`src/rtl/uart_pkg.sv`:
```
// Shared types and helpers for the UART transmit path: arbiter state encoding,
// default byte width and a ceiling-log2 used to size index and counter fields.
package uart_pkg;

  localparam int unsigned UART_DATA_W = 8;

  typedef enum logic [2:0] {
    ARB_IDLE      = 3'd0,
    ARB_LAUNCH    = 3'd1,
    ARB_WAIT_BUSY = 3'd2,
    ARB_WAIT_DONE = 3'd3,
    ARB_GAP       = 3'd4
  } arb_state_e;

  // Bits needed to hold values 0..value-1; never less than 1 so fields stay legal.
  function automatic int unsigned clog2(input int unsigned value);
    int unsigned r;
    r = 0;
    for (int unsigned i = 0; i < 32; i++) begin
      if (64'(value) > (64'(1) << i)) r = i + 1;
    end
    if (r == 0) r = 1;
    return r;
  endfunction

endpackage

```
`src/rtl/rr_pick.sv`:
```
// Combinational rotate-priority selector: first set request strictly after
// i_last_grant, searching upward with wrap-around.
module rr_pick
  import uart_pkg::*;
#(
  parameter  int unsigned N  = 4,
  localparam int unsigned IW = clog2(N)
) (
  input  logic [N-1:0]  i_req,
  input  logic [IW-1:0] i_last_grant,
  output logic [IW-1:0] o_sel_c,
  output logic          o_valid_c
);

  // Scan farthest-first so the nearest requester after last_grant wins.
  always_comb begin
    int unsigned idx;
    idx       = 0;
    o_sel_c   = '0;
    o_valid_c = 1'b0;
    for (int unsigned k = N; k > 0; k--) begin
      idx = 32'(i_last_grant) + k;
      if (idx >= N) idx = idx - N;
      if (i_req[idx[IW-1:0]]) begin
        o_sel_c   = idx[IW-1:0];
        o_valid_c = 1'b1;
      end
    end
  end

endmodule

```
`src/rtl/uart_tx_arbiter.sv`:
```
// Round-robin arbiter sharing one UART transmitter among NUM_REQ byte producers.
// Define UART_ARB_TIMEOUT_EN to add a watchdog on the transmitter busy handshake.
module uart_tx_arbiter
  import uart_pkg::*;
#(
  parameter  int unsigned NUM_REQ        = 4,
  parameter  int unsigned DATA_W         = UART_DATA_W,
  parameter  int unsigned GAP_CYCLES     = 0,
  parameter  int unsigned TIMEOUT_CYCLES = 65535,
  localparam int unsigned ID_W           = clog2(NUM_REQ)
) (
  input  logic                        i_clk,
  input  logic                        i_reset,
  input  logic [NUM_REQ-1:0]          i_req,
  input  logic [NUM_REQ*DATA_W-1:0]   i_req_data,
  output logic [NUM_REQ-1:0]          o_ack,
  output logic                        o_tx_start,
  output logic [DATA_W-1:0]           o_tx_data,
  input  logic                        i_tx_busy,
  output logic [ID_W-1:0]             o_grant_id,
  output logic                        o_arb_busy,
  output logic                        o_err_timeout
);

  localparam int unsigned GAP_W = clog2(GAP_CYCLES + 1);

  arb_state_e          r_state;
  arb_state_e          w_state_nxt;
  logic [NUM_REQ-1:0]  r_ack;
  logic [NUM_REQ-1:0]  w_ack_nxt;
  logic                r_tx_start;
  logic                w_tx_start_nxt;
  logic [DATA_W-1:0]   r_tx_data;
  logic [DATA_W-1:0]   w_tx_data_nxt;
  logic [ID_W-1:0]     r_grant_id;
  logic [ID_W-1:0]     w_grant_id_nxt;
  logic [ID_W-1:0]     r_last_grant;
  logic [ID_W-1:0]     w_last_grant_nxt;
  logic                r_arb_busy;
  logic                w_arb_busy_nxt;
  logic [GAP_W-1:0]    r_gap_cnt;
  logic [GAP_W-1:0]    w_gap_cnt_nxt;
  logic [ID_W-1:0]     w_sel;
  logic                w_sel_valid;
  logic [DATA_W-1:0]   w_bytes [NUM_REQ];

`ifdef UART_ARB_TIMEOUT_EN
  localparam int unsigned TO_W = clog2(TIMEOUT_CYCLES + 1);

  logic [TO_W-1:0]     r_wd_cnt;
  logic [TO_W-1:0]     w_wd_cnt_nxt;
  logic                r_err_timeout;
  logic                w_err_timeout_nxt;
`endif

  for (genvar g = 0; g < NUM_REQ; g++) begin : g_bytes
    assign w_bytes[g] = i_req_data[g*DATA_W +: DATA_W];
  end

  rr_pick #(
    .N (NUM_REQ)
  ) u_rr_pick (
    .i_req        (i_req),
    .i_last_grant (r_last_grant),
    .o_sel_c      (w_sel),
    .o_valid_c    (w_sel_valid)
  );

  // Next-state and next-output logic.
  always_comb begin
    w_state_nxt      = r_state;
    w_ack_nxt        = '0;
    w_tx_start_nxt   = 1'b0;
    w_tx_data_nxt    = r_tx_data;
    w_grant_id_nxt   = r_grant_id;
    w_last_grant_nxt = r_last_grant;
    w_gap_cnt_nxt    = r_gap_cnt;
`ifdef UART_ARB_TIMEOUT_EN
    w_wd_cnt_nxt      = '0;
    w_err_timeout_nxt = 1'b0;
`endif

    unique case (r_state)
      ARB_IDLE: begin
        if (w_sel_valid) begin
          w_state_nxt       = ARB_LAUNCH;
          w_ack_nxt[w_sel]  = 1'b1;
          w_tx_start_nxt    = 1'b1;
          w_tx_data_nxt     = w_bytes[w_sel];
          w_grant_id_nxt    = w_sel;
          w_last_grant_nxt  = w_sel;
        end
      end
      ARB_LAUNCH: begin
        w_state_nxt = ARB_WAIT_BUSY;
      end
      ARB_WAIT_BUSY: begin
        if (i_tx_busy) w_state_nxt = ARB_WAIT_DONE;
      end
      ARB_WAIT_DONE: begin
        if (!i_tx_busy) begin
          if (GAP_CYCLES == 0) begin
            w_state_nxt = ARB_IDLE;
          end else begin
            w_state_nxt   = ARB_GAP;
            w_gap_cnt_nxt = GAP_W'(GAP_CYCLES);
          end
        end
      end
      ARB_GAP: begin
        if (r_gap_cnt <= GAP_W'(1)) begin
          w_state_nxt   = ARB_IDLE;
          w_gap_cnt_nxt = '0;
        end else begin
          w_gap_cnt_nxt = r_gap_cnt - GAP_W'(1);
        end
      end
      default: begin
        w_state_nxt = ARB_IDLE;
      end
    endcase

`ifdef UART_ARB_TIMEOUT_EN
    // Count only while still parked in a wait state; any transition clears it.
    if ((r_state == ARB_WAIT_BUSY || r_state == ARB_WAIT_DONE) && (w_state_nxt == r_state)) begin
      if (r_wd_cnt == TO_W'(TIMEOUT_CYCLES - 1)) begin
        w_state_nxt       = ARB_IDLE;
        w_err_timeout_nxt = 1'b1;
      end else begin
        w_wd_cnt_nxt = r_wd_cnt + TO_W'(1);
      end
    end
`endif

    w_arb_busy_nxt = (w_state_nxt != ARB_IDLE);
  end

  always_ff @(posedge i_clk) begin
    if (i_reset) begin
      r_state      <= ARB_IDLE;
      r_ack        <= '0;
      r_tx_start   <= 1'b0;
      r_tx_data    <= '0;
      r_grant_id   <= '0;
      r_last_grant <= ID_W'(NUM_REQ - 1);
      r_arb_busy   <= 1'b0;
      r_gap_cnt    <= '0;
    end else begin
      r_state      <= w_state_nxt;
      r_ack        <= w_ack_nxt;
      r_tx_start   <= w_tx_start_nxt;
      r_tx_data    <= w_tx_data_nxt;
      r_grant_id   <= w_grant_id_nxt;
      r_last_grant <= w_last_grant_nxt;
      r_arb_busy   <= w_arb_busy_nxt;
      r_gap_cnt    <= w_gap_cnt_nxt;
    end
  end

`ifdef UART_ARB_TIMEOUT_EN
  always_ff @(posedge i_clk) begin
    if (i_reset) begin
      r_wd_cnt      <= '0;
      r_err_timeout <= 1'b0;
    end else begin
      r_wd_cnt      <= w_wd_cnt_nxt;
      r_err_timeout <= w_err_timeout_nxt;
    end
  end

  assign o_err_timeout = r_err_timeout;
`else
  assign o_err_timeout = 1'b0;
`endif

  assign o_ack      = r_ack;
  assign o_tx_start = r_tx_start;
  assign o_tx_data  = r_tx_data;
  assign o_grant_id = r_grant_id;
  assign o_arb_busy = r_arb_busy;

endmodule

```
`config.mk`:
```
export PLATFORM = sky130hd
export DESIGN_NAME = uart_tx_arbiter
export DESIGN_NICKNAME = d
export VERILOG_FILES = /design/src/rtl/uart_pkg.sv /design/src/rtl/rr_pick.sv /design/src/rtl/uart_tx_arbiter.sv
export SDC_FILE = /design/constraint.sdc
export NUM_CORES = 1
export LEC_CHECK = 0
export BUFFER_PORTS_ARGS = -buffer_cell sky130_fd_sc_hd__clkbuf_2
export CORE_ASPECT_RATIO = 0.7
export CORE_UTILIZATION = 43
export CTS_CLUSTER_SIZE = 12
export DETAILED_ROUTE_END_ITERATION = 7
export PLACE_DENSITY = 0.75
export SLEW_MARGIN = 20
export SYNTH_ARGS = -nofsm -noshare
export SYNTH_HDL_FRONTEND = slang
export SYNTH_HIERARCHICAL = 1
export SYNTH_SLANG_ARGS = --single-unit
```
`constraint.sdc`:
```
create_clock -name i_clk -period 2.2 [get_ports i_clk]
set_clock_uncertainty 0.1 [all_clocks]
set_input_delay 0.22 -clock i_clk [delete_from_list [all_inputs] [get_ports i_clk]]
set_output_delay 0.22 -clock i_clk [all_outputs]
set_load 0.02 [all_outputs]
```
==> results.toml <==
[floorplanning]
die_w_um = 59.9
design.die.area_sq_um = 2550
die_h_um = 42.5
rows = 14
core_sq_um = 2190
initial_core_util_pct = 46.1
ios = 56

[route]
num_vias = 927
dr.pass1.iters = 4
detail-route-antenna-nets = 0
via_per_inst = 4.98
drt-total-wl_um = 2170
wire_per_inst_um = 11.7
drt-initial-drc-count = 25
drcViolationCount = 0

[clock_network]
cts_inserted_buffers = 3
cts_root_buffer = "clkbuf_4"
postCtsHoldBufs = 0
cts.clk_slew.worst_paths_ns = 0.11
post_cts_buffers = 0
cts_tree = "done"
clock_latency_ns = 0.30
htreeDepth = 1
cts-resized-gates = 0
clock-sinks = 21
cts.path.max_buffers = 2

[place]
routabilityCongestion = 0.819
pre_cts_ws_ns = 0.219
port_buffers = 54
hpwl_um = 1720

[cells_and_area]
nNetsFinal = 194
drive_above_1_share_pct = 48.7
area_growth_pct = 30.6
antennaDiodeCount = 0

[synth]
yosys_warnings = 6
syn_inst = 99
synth_area_sq_um = 1010
ys_types = 29
yosys_register_bits = 21
yosysSeqAreaShare_pct = 41.6
syn_area_per_cell_sq_um = 10.2

[timing]
max_freq_mhz = 500
hold_slack_ns = 0.137
rsz0062_at_grt = "no"
max_slew.worst_pin.slew_ns = 0.882
max_slew_margin_pct = 41.0
setup_viol = 0
finalCritPeriodShare_pct = 90.9
fin_setup_tns_ns = 0
final.min_clock_period_ns = 2.00
slew_violations = 0
layout_setup_ws_ns = 0.201
hold_viol_final = 0

[critical_path]
startpoint_type = "flop"
critical_path_class = "reg -> reg"
cp.arrival_ns = 2.07
required_ns = 2.27
endpoint_kind = "flop"
critPathMaxFanout = 10

[power]
pwr-share-comb_pct = 28.7
clkPwrFrac_pct = 21.1
total_leakage_power_uw = 0.000603
power_per_cell_area_nw_per_um2 = 647
switching_share_pct = 29.7
power_uw = 853
p_seq_share_pct = 50.2
switching_power_uw = 253
vdd_ir_drop_max_mv = 0.220
p_int_uw = 600

[hold_path]
hp-class = "in -> reg"

[global_route]
grt_pass1_wl_um = 3740
antenna_found_initial = 0
overflow = 0
grt_max_degree = 20
first_global_vias = 823
grt_usage_pct = 20.0

[outcome]
status = "finished, final reports clean"

[job]
max-cap-violations = 0
[sequential cells by signal (all words and copies together) (netlist names)]
name,flops
o_ack,4
o_arb_busy,1
o_grant_id,2
o_tx_data,8
o_tx_start,1
r_last_grant,2
r_state,3
[synthesized netlist by cell type]
| cell type | instances | area (sq um) |
|---|---|---|
| a211oi_1 | 1 | 7.51 |
| a21oi_1 | 13 | 65.1 |
| a21oi_2 | 3 | 26.3 |
| a31oi_1 | 1 | 6.26 |
| and2b_1 | 1 | 7.51 |
| and3_1 | 1 | 6.26 |
| buf_2 | 1 | 5.00 |
| buf_4 | 2 | 15.0 |
| buf_6 | 1 | 11.3 |
| buf_8 | 1 | 15.0 |
| clkbuf_1 | 2 | 7.51 |
| conb_1 | 1 | 3.75 |
| dfxtp_1 | 21 | 420 |
| inv_1 | 1 | 3.75 |
| mux2i_1 | 1 | 10.0 |
| mux4_2 | 8 | 180 |
| nand2_1 | 23 | 86.3 |
| nand2b_1 | 3 | 18.8 |
| nand3b_1 | 1 | 7.51 |
| nor2_1 | 2 | 7.51 |
| nor2_2 | 1 | 6.26 |
| nor3_1 | 2 | 10.0 |
| nor3b_1 | 1 | 7.51 |
| nor4_2 | 1 | 12.5 |
| nor4b_1 | 2 | 17.5 |
| nor4b_2 | 1 | 15.0 |
| o21ai_0 | 1 | 5.00 |
| o221ai_2 | 1 | 15.0 |
| or4b_1 | 1 | 10.0 |
[placed cells by master, fill, tap and decap left out]
cell | synthesis | layout
a31oi_1 | 1 | 1
nor4b_2 | 1 | 1
nor3_1 | 2 | 2
clkbuf_2 | 0 | 54
nand2_1 | 23 | 23
nand2b_1 | 3 | 3
nor2_2 | 1 | 1
nand3b_1 | 1 | 1
o221ai_2 | 1 | 1
nor3b_1 | 1 | 1
dfxtp_1 | 21 | 21
mux2i_1 | 1 | 1
conb_1 | 1 | 2
o21ai_0 | 1 | 1
buf_4 | 2 | 3
clkbuf_4 | 0 | 3
clkbuf_1 | 2 | 1
nor4b_1 | 2 | 2
inv_1 | 1 | 1
or4b_1 | 1 | 1
nor2_1 | 2 | 2
nor4_2 | 1 | 1
a211oi_1 | 1 | 1
a21oi_1 | 13 | 13
a21oi_2 | 3 | 3
and3_1 | 1 | 1
mux4_2 | 8 | 8
and2b_1 | 1 | 1
[power groups by stage]
stage          Sequential [uW]  Combinational (uW)  Clock (uW)
2_1_floorplan              462                 146           0
3_3_place_gp               435                 243           0
3_5_place_dp               437                 247           0
4_1_cts                    428                 247         183
5_1_grt                    433                 270         210
6_report                   428                 245         180
[kinds of logic (layout without fill, tap and decap cells)]
logic type / after synthesis / after routing / share of synthesized area [%]
simple gates: 40 / 40 / 21.1
mux: 9 / 9 / 18.8
flops: 21 / 21 / 41.6
other cells: 1 / 2 / 0.371
buf+inv: 8 / 62 / 5.70
compound gates: 20 / 20 / 12.4
[per-layer routing]
layer	GRT usage, %	vias up	share of wire [%]
met1	28.5	414	45
met3	5.86	5	6.5
met5	0	-	0
met4	6.98	0	1.5
met2	28.7	43	47
li1	-	465	-
[per-stage QoR]
step / area [sq um] / std cells / utilization [%]
global route: 1320 / 186 / 60.2
detailed placement: 1290 / 182 / 59.0
finish: 1320 / 186 / 60.2
floorplan: 1010 / 100 / -
global placement: 1290 / 182 / 59.0
CTS: 1320 / 186 / 60.2
[final timing paths]
check,slack (ns),startpoint,depth (start not counted),end
worst min-delay path,0.14,i_tx_busy,3,r_state[0]$_SDFF_PP0_
worst max-delay path,0.20,r_last_grant[1]$_SDFFE_PP1P_,7,o_tx_data[6]$_SDFFE_PP0P_
worst max register to register,0.20,r_last_grant[1]$_SDFFE_PP1P_,7,o_tx_data[6]$_SDFFE_PP0P_
worst min register to register,0.36,o_tx_data[0]$_SDFFE_PP0P_,2,o_tx_data[0]$_SDFFE_PP0P_
[area by class of cell]
cell class | instances | area, sq um
fillers | 211 | 871
multi-input cells | 71 | 536
flip-flops and latches | 21 | 420
repair buffers | 57 | 293
well taps | 32 | 40.0
clock buffers | 4 | 26.3
inverters | 1 | 3.75
[critical path, cell delays in order (launching register included)]
cell and delay [ns]:
dfxtp_1 0.46, nand2b_1 0.16, a21oi_2 0.06, o221ai_2 0.15, buf_4 0.24, mux4_2 0.53
nand2_1 0.09, a21oi_1 0.07
No activity file was read; power rests on OpenSTA's default activity.
